--- src/rtl/rename_map_table.sv ---
// Speculative register alias table: maps architectural to physical registers,
// seeds and drives the physical free list, and supports one level of rename undo.
module rename_map_table #(
  parameter int NUM_ARCH_REGS = 32,
  parameter int NUM_PHYS_REGS = 64,
  parameter int PHYS_W        = $clog2(NUM_PHYS_REGS)
) (
  input  logic              clk,
  input  logic              rst,
  input  logic              rename_valid,
  input  logic [4:0]        rename_rs1,
  input  logic [4:0]        rename_rs2,
  input  logic [4:0]        rename_rd,
  input  logic              rename_uses_rd,
  output logic              rename_ready,
  output logic [PHYS_W-1:0] phys_rs1,
  output logic [PHYS_W-1:0] phys_rs2,
  output logic [PHYS_W-1:0] phys_rd,
  output logic [PHYS_W-1:0] prev_phys_rd,
  input  logic              rollback,
  input  logic              retire_valid,
  input  logic [PHYS_W-1:0] retire_prev_phys_rd,
  output logic              fl_push,
  output logic              fl_potential_push,
  output logic [PHYS_W-1:0] fl_data_in,
  output logic              fl_pop,
  output logic              fl_rollback,
  input  logic [PHYS_W-1:0] fl_data_out,
  input  logic              fl_valid,
  output logic              init_done
);

  typedef enum logic {INIT, READY} state_e;

  // init_cnt is one bit wider than a physical index so it can reach NUM_PHYS_REGS.
  localparam logic [PHYS_W:0] SEED_FIRST = (PHYS_W+1)'(NUM_ARCH_REGS);
  localparam logic [PHYS_W:0] SEED_LAST  = (PHYS_W+1)'(NUM_PHYS_REGS - 1);
  localparam logic [PHYS_W:0] SEED_STEP  = (PHYS_W+1)'(1);

  state_e            state, state_next;
  logic [PHYS_W-1:0] map [NUM_ARCH_REGS];
  logic [PHYS_W:0]   init_cnt;
  logic [4:0]        last_rd;
  logic [PHYS_W-1:0] last_prev;
  logic              last_alloc;
  logic              alloc;
  logic              accept;

  // Lookups read the pre-update map, so rs == rd sees the old mapping.
  assign phys_rs1     = map[rename_rs1];
  assign phys_rs2     = map[rename_rs2];
  assign prev_phys_rd = map[rename_rd];
  assign alloc        = rename_uses_rd & (rename_rd != '0);
  assign phys_rd      = alloc ? fl_data_out : '0;
  assign accept       = rename_valid & rename_ready;

  always_comb begin
    // NOTE: every output gets a default before the case so no path infers a latch.
    state_next        = state;
    rename_ready      = 1'b0;
    fl_push           = 1'b0;
    fl_potential_push = 1'b0;
    fl_data_in        = retire_prev_phys_rd;
    fl_pop            = 1'b0;
    fl_rollback       = 1'b0;
    init_done         = (state == READY);
    unique case (state)
      INIT: begin
        fl_push           = 1'b1;
        fl_potential_push = 1'b1;
        fl_data_in        = init_cnt[PHYS_W-1:0];
        if (init_cnt == SEED_LAST) state_next = READY;
      end
      READY: begin
        rename_ready      = ~rollback & (~alloc | fl_valid);
        fl_pop            = rename_valid & rename_ready & alloc;
        fl_rollback       = rollback & last_alloc;
        fl_push           = retire_valid & (retire_prev_phys_rd != '0);
        fl_potential_push = fl_push;
      end
      default: state_next = INIT;
    endcase
    // Hold every handshake low while reset is applied, whatever state we leave.
    if (rst) begin
      rename_ready      = 1'b0;
      fl_push           = 1'b0;
      fl_potential_push = 1'b0;
      fl_pop            = 1'b0;
      fl_rollback       = 1'b0;
      init_done         = 1'b0;
    end
  end

  always_ff @(posedge clk) begin
    if (rst) begin
      state      <= INIT;
      init_cnt   <= SEED_FIRST;
      last_rd    <= '0;
      last_prev  <= '0;
      last_alloc <= 1'b0;
      // NOTE: the map is reset to identity, so it must stay in flops rather than a RAM macro.
      for (int i = 0; i < NUM_ARCH_REGS; i++) map[i] <= PHYS_W'(i);
    end else begin
      state <= state_next;
      if (state == INIT) init_cnt <= init_cnt + SEED_STEP;
      if (fl_rollback) begin
        map[last_rd] <= last_prev;
        last_alloc   <= 1'b0;
      end else if (accept) begin
        if (alloc) begin
          map[rename_rd] <= fl_data_out;
          last_rd        <= rename_rd;
          last_prev      <= prev_phys_rd;
          last_alloc     <= 1'b1;
        end else begin
          last_alloc <= 1'b0;
        end
      end
    end
  end

  // Seeding owns the free-list write port; retire and rollback are illegal until it ends.
  init_quiet: assert property (@(posedge clk) disable iff (rst)
    (state == INIT) |-> !(rollback || retire_valid));

endmodule

--- config.mk ---
export PLATFORM = sky130hd
export DESIGN_NAME = rename_map_table
export DESIGN_NICKNAME = d
export VERILOG_FILES = /design/src/rtl/rename_map_table.sv
export SDC_FILE = /design/constraint.sdc
export NUM_CORES = 1
export LEC_CHECK = 0
export CAP_MARGIN = 20
export CORE_ASPECT_RATIO = 0.5
export CORE_MARGIN = 3
export CORE_UTILIZATION = 35
export CTS_CLUSTER_DIAMETER = 50
export DETAILED_ROUTE_END_ITERATION = 10
export GPL_TIMING_DRIVEN = 0
export SLEW_MARGIN = 30
export SYNTH_ARGS = -nofsm -noshare
export SYNTH_HDL_FRONTEND = slang
export SYNTH_SLANG_ARGS = --single-unit
--- constraint.sdc ---
create_clock -name clk -period 3.7 [get_ports clk]
set_input_delay 0.74 -clock clk [delete_from_list [all_inputs] [get_ports clk]]
set_output_delay 0.74 -clock clk [all_outputs]
set_load 0.05 [all_outputs]
==> flow_metrics.env, run 1 <==
export IMPL_drv_slew=0
export IMPL_min_period_ps=3690
export IMPL_synth_edf_count=192
export IMPL_drt_iter0_drc=1736
export IMPL_die_w_um=280
export IMPL_cap_violations=0
export IMPL_num_vias=10600
export IMPL_period_share_pct=99.7
export IMPL_fp_dieH_um=143
export IMPL_overflow=0
export IMPL_synth_area_mux_share_pct=31.0
export IMPL_finalHoldViolCount=0
export IMPL_use_met1_pct=34.5
export IMPL_cts_clk_slew_worst_paths_ps=60
export IMPL_drc=0
export IMPL_drt_total_wl_um=53100
export IMPL_rsz0062_at_grt="false"
export IMPL_grt_util_met3_pct=8.41
export IMPL_antenna_found_initial=3
export IMPL_p_comb_share_pct=15.0
export IMPL_cts_max_level=1
export IMPL_avgSynthCellArea_um2=12.7
export IMPL_maxSlewHeadroom_pct=34.7
export IMPL_async_flop_share_pct=0
export IMPL_grt_busiest_layer="met2"
export IMPL_clkSinkCount=212
export IMPL_area_growth_pct=18.5
export IMPL_internal_power_mw=4.31
export IMPL_synth_simple_area_share_pct=12.0
export IMPL_ys_warn_count=0
export IMPL_synth_top_family_by_area="multiplexers"
export IMPL_post_route_util_pct=42.7
export IMPL_syn_nets=1066
export IMPL_start_util_pct=36.0
export IMPL_synth_seq_cells=212
export IMPL_skew_ps=19.2
export IMPL_synthDistinctLibCells=56
export IMPL_drive_gt1_share_pct=28.9
export IMPL_row_count=49
export IMPL_grt_pass1_wl_um=74300
export IMPL_power_density_mw_per_mm2=386
export IMPL_place_ws_ps=-1460
export IMPL_ios=70
export IMPL_hpwl_um=39800
export IMPL_p_leak_nw=4.96
export IMPL_yosysSeqAreaShare_pct=47.0
export IMPL_synth_xor_area_share_pct=0.267
export IMPL_syn_inst=1031
export IMPL_end_kind="primary output"
export IMPL_clock_latency_ps=560
export IMPL_critPathKind="input port to primary output"
export IMPL_max_freq_mhz=271
export IMPL_dr_pass1_iters=5
export IMPL_synth_ff_type="edfxtp_1"
export IMPL_syn_cell_area_mm2=0.0131
export IMPL_core_area_mm2=0.0364
export IMPL_crit_fanout=10
export IMPL_swShare_pct=28.2
export IMPL_tightestPinTransition_ps=979
export IMPL_vias_per_cell=6.50
export IMPL_power_frac_seq_pct=44.8
export IMPL_cts_tree="yes"
export IMPL_switchingPower_mw=1.69
export IMPL_grt_max_degree=20
export IMPL_gp_congestion=0.980
export IMPL_die_area_mm2=0.0400
export IMPL_hp_class="register to register"
export IMPL_outcome="finished clean"
export IMPL_final_nets=1163
export IMPL_clkPwrFrac_pct=40.2
export IMPL_clockBufferDepth=3
export IMPL_synthAdderAreaFrac_pct=0.0953
export IMPL_numPortBuffers=61
export IMPL_ir_drop_mv=0.319
export IMPL_synth_compound_area_share_pct=6.03
export IMPL_ctsHoldBuffers=0
export IMPL_critPathArrivalTime_ps=2950
export IMPL_required_ps=2960
export IMPL_cts_inserted_buffers=25
export IMPL_start_kind="input port"
export IMPL_grt_usage_pct=26.3
export IMPL_setup_violations=0
export IMPL_grt_util_met2_pct=40.7
export IMPL_first_global_vias=10300
export IMPL_root_buffer="clkbuf_16"
export IMPL_wire_per_inst_um=32.6
export IMPL_worst_slack_ps=12.9
export IMPL_ant_nets=0
-- cell usage after synthesis, types with 5 or more instances --
cell type	number	area (µm²)
edfxtp_1	192	5770
nand2_1	129	484
nor2_1	129	484
mux4_2	120	2700
mux2i_1	102	1020
a22oi_1	49	368
buf_2	37	185
nand3_1	33	165
clkbuf_1	32	120
a21oi_1	28	140
mux2_2	21	236
dfxtp_1	20	400
and2_1	19	119
nor2b_1	14	87.6
buf_1	10	37.5
a22o_1	8	70.1
nor3_1	8	40.0
buf_6	7	78.8
nor4_1	6	37.5
buf_4	5	37.5
nand2b_1	5	31.3
-- final timing paths --
check / from / end / slack [ps] / cells after the start
max reg2reg: state / map[16][3] / 530 / 9
min reg2reg: last_prev[5] / last_prev[5] / 480 / 1
max: rename_rs1[0] / phys_rs1[1] / 10 / 6
min: last_prev[5] / last_prev[5] / 480 / 1
-- routing by layer --
metal	routed length [µm]	up-vias
li1	-	4210
met1	20200	5392
met2	23300	825
met4	2630	4
met3	6970	176
met5	26	-
-- critical path, cell delays in order --
cell and delay [ps]:
buf_6 190, buf_8 210, mux4_2 570, mux4_2 560
mux2_2 320, clkdlybuf4s15_2 340
-- power by group through the flow --
| stage | sequential (mW) | combinational (mW) | clock [mW] |
|---|---|---|---|
| global placement | 2.73 | 0.820 | 0 |
| detailed placement | 2.74 | 0.828 | 0 |
| CTS | 2.69 | 0.867 | 2.41 |
| floorplan | 2.72 | 0.528 | 0 |
| finish | 2.69 | 0.898 | 2.42 |
| global route | 2.69 | 0.915 | 2.51 |
-- registers in the layout, indices dropped and copies added (netlist names) --
register    count
last_rd         5
state           1
init_cnt        7
last_alloc      1
last_prev       6
map           192
-- metrics by stage --
stage	setup TNS (ps)	cell area [µm²]	power (mW)	cells	hold slack [ps]
after floorplan	0	13200	3.25	1031	442
after global placement	-78920	14400	3.55	1576	456
after detailed placement	-56590	14400	3.57	1576	460
after CTS	-701	15500	5.97	1628	480
after global routing	0	15500	6.12	1631	509
final	0	15500	6.01	1631	483
-- final cells by class --
cell class | count | area, µm²
fill | 3397 | 20900
multi-input combinational | 723 | 6670
sequential | 212 | 6170
clock buffer | 33 | 676
timing repair buffer | 72 | 663
buffer | 90 | 653
tap | 484 | 606
clock inverter | 12 | 95.1
inverter | 4 | 15.0
antenna | 1 | 2.50
-- kinds of logic after synthesis --
logic type               count (synthesis)
XOR/XNOR                                 4
multiplexers                           248
AO/OA/AOI/OAI                          110
AND/OR/NAND/NOR                        360
flip-flops                             212
buffers and inverters                   96
adder cells (fa/ha/maj)                  1
-- placed cells by master, fill, tap and decap left out, types with 12 or more instances in the layout --
cell / netlist / layout
and2_1: 19 / 18
dfxtp_1: 20 / 20
a22oi_1: 49 / 41
nand3_1: 33 / 33
mux2_2: 21 / 21
mux2i_1: 102 / 99
edfxtp_1: 192 / 192
nor2b_1: 14 / 14
clkbuf_1: 32 / 16
a21oi_1: 28 / 23
nand2_1: 129 / 129
clkbuf_16: 0 / 25
buf_2: 37 / 35
mux4_2: 120 / 120
nor2_1: 129 / 128
clkdlybuf4s50_1: 0 / 38
clkbuf_4: 0 / 14
buf_4: 5 / 20
buf_6: 7 / 12
-- what timing repair did --
item	4_1_cts	5_1_grt
gates resized for setup	181	27
cloned	0	1
setup buffers	9	1
pin swaps	5	1
setup endpoints to repair	26	44
hold endpoints to repair	0	0
(Power assumes the default switching activity.)
==> run 2: changes to the inputs <==
Settings changed: MAX_ROUTING_LAYER from default to met4, TNS_END_PERCENT from default to 100.
==> run 2 against run 1 <==
Critical path type unchanged. Hold slack better by 0.69 ps. Highest routed layer is now met4. The run now ends with negative setup slack left. Register-to-register slack better by 120 ps. First-iteration DRC count is 9.4% higher. Worst setup slack worse by 38 ps. Clock skew is 3.0 ps lower.
==> flow_metrics.env, run 2 (synthesized netlist as in run 1, its figures left out) <==
export IMPL_row_count=49
export IMPL_num_vias=10600
export IMPL_drive_gt1_share_pct=29.1
export IMPL_swShare_pct=27.7
export IMPL_largest_reg_flops=192
export IMPL_die_w_um=280
export IMPL_internal_power_mw=4.40
export IMPL_required_ps=2960
export IMPL_crit_path_top_delay_cell="a21oi_1"
export IMPL_hpwl_um=40500
export IMPL_period_share_pct=101
export IMPL_dr_pass1_iters=5
export IMPL_overflow=0
export IMPL_worst_slack_ps=-25.0
export IMPL_layout_commonest_cell="edfxtp_1"
export IMPL_finalHoldViolCount=0
export IMPL_first_global_vias=10200
export IMPL_end_kind="primary output"
export IMPL_grt_pass1_wl_um=75900
export IMPL_clkPwrFrac_pct=41.2
export IMPL_rsz0062_at_grt="false"
export IMPL_maxSlewHeadroom_pct=28.3
export IMPL_cts_inserted_buffers=25
export IMPL_numPortBuffers=61
export IMPL_max_freq_mhz=268
export IMPL_cts_max_level=1
export IMPL_cts_tree="yes"
export IMPL_core_area_mm2=0.0364
export IMPL_clock_latency_ps=550
export IMPL_wire_per_inst_um=33.1
export IMPL_violations="negative setup slack"
export IMPL_gp_congestion=1.02
export IMPL_die_area_mm2=0.0400
export IMPL_vias_per_cell=6.49
export IMPL_final_cell_mix="edfxtp_1, nand2_1, nor2_1"
export IMPL_grt_usage_pct=27.9
export IMPL_ant_nets=0
export IMPL_fp_dieH_um=143
export IMPL_area_growth_pct=18.4
export IMPL_cap_violations=0
export IMPL_post_route_util_pct=42.7
export IMPL_fin_setup_tns_ps=-37.8
export IMPL_antenna_found_initial=4
export IMPL_root_buffer="clkbuf_16"
export IMPL_clockBufferDepth=3
export IMPL_crit_family="buffers and inverters"
export IMPL_p_comb_share_pct=14.7
export IMPL_finalPower_mw=6.09
export IMPL_worstPathCellList="dlygate4sd2_1, and2_1, clkbuf_1, clkbuf_4, a22oi_2, a21oi_1, nor4_2, buf_4"
export IMPL_start_kind="input port"
export IMPL_power_density_mw_per_mm2=392
export IMPL_critPathArrivalTime_ps=2990
export IMPL_drt_iter0_drc=1899
export IMPL_top_register="map"
export IMPL_drv_slew=0
export IMPL_ctsHoldBuffers=0
export IMPL_setup_violations=2
export IMPL_grt_max_degree=20
export IMPL_hp_class="register to register"
export IMPL_fill_cells=3391
export IMPL_clkSinkCount=212
export IMPL_final_nets=1161
export IMPL_crit_fanout=10
export IMPL_start_util_pct=36.0
export IMPL_skew_ps=16.2
export IMPL_cts_clk_slew_worst_paths_ps=60
export IMPL_power_frac_seq_pct=44.2
export IMPL_critPathKind="input port to primary output"
export IMPL_ir_drop_mv=0.359
export IMPL_p_leak_nw=4.94
export IMPL_outcome="complete, but fails checks"
export IMPL_dp_cells=1576
export IMPL_crit_path_max_incr_delay_ps=490
export IMPL_ios=70
export IMPL_tightestPinTransition_ps=1080
export IMPL_reg_top3="map x192, init_cnt x7, last_prev x6"
export IMPL_drt_total_wl_um=54000
export IMPL_cp_buffers_inverters=4
export IMPL_final_cells=1630
export IMPL_min_period_ps=3730
export IMPL_switchingPower_mw=1.69
export IMPL_drc=0
export IMPL_place_ws_ps=-1440
-- run 2: changes by cell type in the layout (fill, tap and decap cells not counted), sizes merged, moves of 3 or more --
cell / delta
clkbuf: -5
dlymetal6s2s: -3
clkinv: +3
clkdlybuf4s15: -4
buf: +3
dlygate4sd2: +3
-- run 2: layer usage --
metal,up-vias,GRT usage [%],share of wire (%)
li1,4202,-,-
met1,5330,36.4,39
met2,880,41.4,44
met3,174,7.78,13
met4,0,10.8,4.8
met5,-,-,0
-- run 2: final cells by class --
| type | instances | area, µm² | share of cell area (%) |
|---|---|---|---|
| inverter | 4 | 15.0 | 0.0966 |
| tap | 484 | 606 | 3.90 |
| clock buffer | 30 | 686 | 4.41 |
| clock inverter | 15 | 129 | 0.829 |
| antenna | 2 | 5.00 | 0.0322 |
| buffer | 91 | 636 | 4.09 |
| timing repair buffer | 69 | 617 | 3.97 |
| sequential | 212 | 6170 | 39.7 |
| multi-input combinational | 723 | 6680 | 43.0 |
-- run 2: path summary, 6_finish.rpt --
path | endpoint | startpoint | slack [ps] | depth (start not counted)
max | prev_phys_rd[1] | rename_rd[2] | -30 | 8
max reg2reg | map[9][5] | state | 650 | 9
min reg2reg | last_prev[5] | last_prev[5] | 480 | 1
min | last_prev[5] | last_prev[5] | 480 | 1
-- run 2: through the flow --
step           hold WS, ps  instance area, µm²
3_5_place_dp           468               14400
5_1_grt                511               15500
2_1_floorplan          442               13200
4_1_cts                483               15500
6_report               484               15500
3_3_place_gp           457               14400
-- run 2: power by group through the flow --
stage               Sequential (mW)  Clock [mW]  Combinational, mW
floorplan                      2.72           0              0.528
global placement               2.73           0              0.825
detailed placement             2.74           0              0.832
CTS                            2.69        2.52              0.870
global route                   2.69        2.62              0.911
finish                         2.69        2.51              0.893
-- run 2: timing repair --
item | in CTS | in global routing
gates resized for setup | 193 | 15
endpoints found under the hold margin | 0 | 0
setup buffers | 8 | 0
endpoints found under the setup margin | 44 | 45
pin swaps | 6 | 0
==> run 3: changes to the inputs <==
Settings changed: CORE_UTILIZATION 35 to 55, PLACE_DENSITY from default to 0.74.
==> run 3 against run 2 <==
The run still ends with negative setup slack left. Hold slack got worse by 1.7 ps. Non-clock buffer count decreased by 2. Die area decreased by 35%. Total power decreased by 1.6%. Clock power decreased by 5%. Utilization increased by 24 points. Via count decreased by 0.76%. Critical path depth unchanged. Critical endpoint is now prev_phys_rd[0]. Largest cell class unchanged. Highest routed layer unchanged.
==> flow_metrics.env, run 3 (synthesized netlist as in run 1, its figures left out) <==
export IMPL_outcome="complete, but fails checks"
export IMPL_violations="negative setup slack"
export IMPL_max_freq_mhz=268
export IMPL_crit_path_top_delay_cell="clkdlybuf4s50_1"
export IMPL_fp_dieH_um=115
export IMPL_end_kind="primary output"
export IMPL_skew_ps=19.2
export IMPL_grt_max_degree=20
export IMPL_top_register="map"
export IMPL_reg_top3="map x192, init_cnt x7, last_prev x6"
export IMPL_use_met1_pct=53.7
export IMPL_power_density_mw_per_mm2=390
export IMPL_min_period_ps=3740
export IMPL_vias_per_cell=7.29
export IMPL_drc=0
export IMPL_antenna_found_initial=1
export IMPL_final_cell_mix="edfxtp_1, nand2_1, nor2_1"
export IMPL_drv_slew=0
export IMPL_worstPathCellList="clkdlybuf4s50_1, buf_6, buf_12, mux2i_1, a22oi_1, a21oi_1, nor4_4, buf_4"
export IMPL_maxSlewHeadroom_pct=33.2
export IMPL_finalHoldViolCount=0
export IMPL_critPathKind="input port to primary output"
export IMPL_crit_fanout=10
export IMPL_final_nets=1155
export IMPL_setup_violations=9
export IMPL_grt_busiest_layer="met2"
export IMPL_required_ps=2960
export IMPL_post_dp_cell_area_mm2=0.0142
export IMPL_tightestPinTransition_ps=1000
export IMPL_gp_congestion=1.12
export IMPL_cts_max_level=1
export IMPL_hpwl_um=38000
export IMPL_start_util_pct=56.8
export IMPL_drive_gt1_share_pct=28.9
export IMPL_start_kind="input port"
export IMPL_fin_area_mm2=0.0154
export IMPL_grt_util_met3_pct=18.1
export IMPL_area_growth_pct=17.0
export IMPL_fin_setup_tns_ps=-164
export IMPL_core_area_mm2=0.0231
export IMPL_cts_tree="yes"
export IMPL_hp_class="register to register"
export IMPL_die_area_mm2=0.0259
export IMPL_drt_iter0_drc=1875
export IMPL_fill_cells=1749
export IMPL_p_leak_nw=4.92
export IMPL_grt_pass1_wl_um=70800
export IMPL_rsz0062_at_grt="true"
export IMPL_period_share_pct=101
export IMPL_row_count=39
export IMPL_ios=70
export IMPL_root_buffer="clkbuf_16"
export IMPL_overflow=0
export IMPL_clockBufferDepth=3
export IMPL_critPathArrivalTime_ps=3000
export IMPL_place_ws_ps=-1470
export IMPL_grt_util_met2_pct=55.9
export IMPL_clock_latency_ps=540
export IMPL_dr_pass1_iters=6
export IMPL_layout_commonest_cell="edfxtp_1"
export IMPL_first_global_vias=10100
export IMPL_die_w_um=224
export IMPL_post_route_util_pct=66.4
export IMPL_numPortBuffers=61
export IMPL_cts_clk_slew_worst_paths_ps=60
export IMPL_ir_drop_mv=0.218
export IMPL_crit_path_max_incr_delay_ps=550
export IMPL_wire_per_inst_um=34.9
export IMPL_worst_slack_ps=-36.4
export IMPL_cts_inserted_buffers=21
export IMPL_clkSinkCount=212
export IMPL_grt_usage_pct=40.6
export IMPL_num_vias=10500
export IMPL_cap_violations=0
export IMPL_largest_reg_flops=192
export IMPL_drt_total_wl_um=50300
export IMPL_ant_nets=0
==> run 3: worst paths after layout <==
kind / startpoint / endpoint / slack [ps] / cells after the start
setup / recovery: rename_rd[1] / prev_phys_rd[0] / -40 / 8
hold / removal: last_prev[5] / last_prev[5] / 480 / 1
setup reg to reg: state / map[25][2] / 690 / 9
hold reg to reg: last_prev[5] / last_prev[5] / 480 / 1
==> run 3: power by group <==
part / leakage, nW / total [mW] / internal [mW] / switching [mW]
Clock: 0.349 / 2.39 / 1.40 / 0.998
Combinational: 2.71 / 0.909 / 0.358 / 0.551
Sequential: 1.86 / 2.69 / 2.65 / 0.0406
Total: 4.92 / 5.99 / 4.40 / 1.59
==> run 3: worst max-delay path: cells and delay by family <==
kind	cells	cell delay (ps)
buf+inv	4	1240
compound gates	2	510
mux	1	90
simple gates	1	390
==> run 3: final cells by class <==
class | instances | area [µm²] | area share (%)
Inverter | 4 | 15.0 | 0.0977
Sequential cell | 212 | 6170 | 40.1
Tap cell | 307 | 384 | 2.50
Multi-Input combinational cell | 723 | 6710 | 43.7
Clock buffer | 23 | 533 | 3.47
Buffer | 90 | 672 | 4.37
Timing Repair Buffer | 68 | 672 | 4.37
Antenna cell | 1 | 2.50 | 0.0163
Clock inverter | 14 | 206 | 1.34
==> run 3: metal layers <==
| metal | up-vias | wire length (µm) |
|---|---|---|
| met2 | 974 | 20600 |
| met4 | 0 | 2240 |
| met1 | 5195 | 18600 |
| met3 | 163 | 8850 |
| li1 | 4174 | - |
| met5 | - | 0 |
==> run 3: timing repair <==
| item | in CTS | in global routing |
|---|---|---|
| pin swaps | 6 | 1 |
| setup buffers | 6 | 1 |
| gates resized for setup | 170 | 34 |
| hold buffers | 0 | 0 |
| setup endpoints to repair | 20 | 49 |
| gates cloned | 0 | 0 |
==> run 3: stage by stage <==
stage | power, mW | hold WS (ps) | std cells
2_1_floorplan | 3.25 | 442 | 1031
3_3_place_gp | 3.55 | 457 | 1399
3_5_place_dp | 3.57 | 461 | 1399
4_1_cts | 5.92 | 478 | 1440
5_1_grt | 6.09 | 509 | 1442
6_report | 5.99 | 482 | 1442
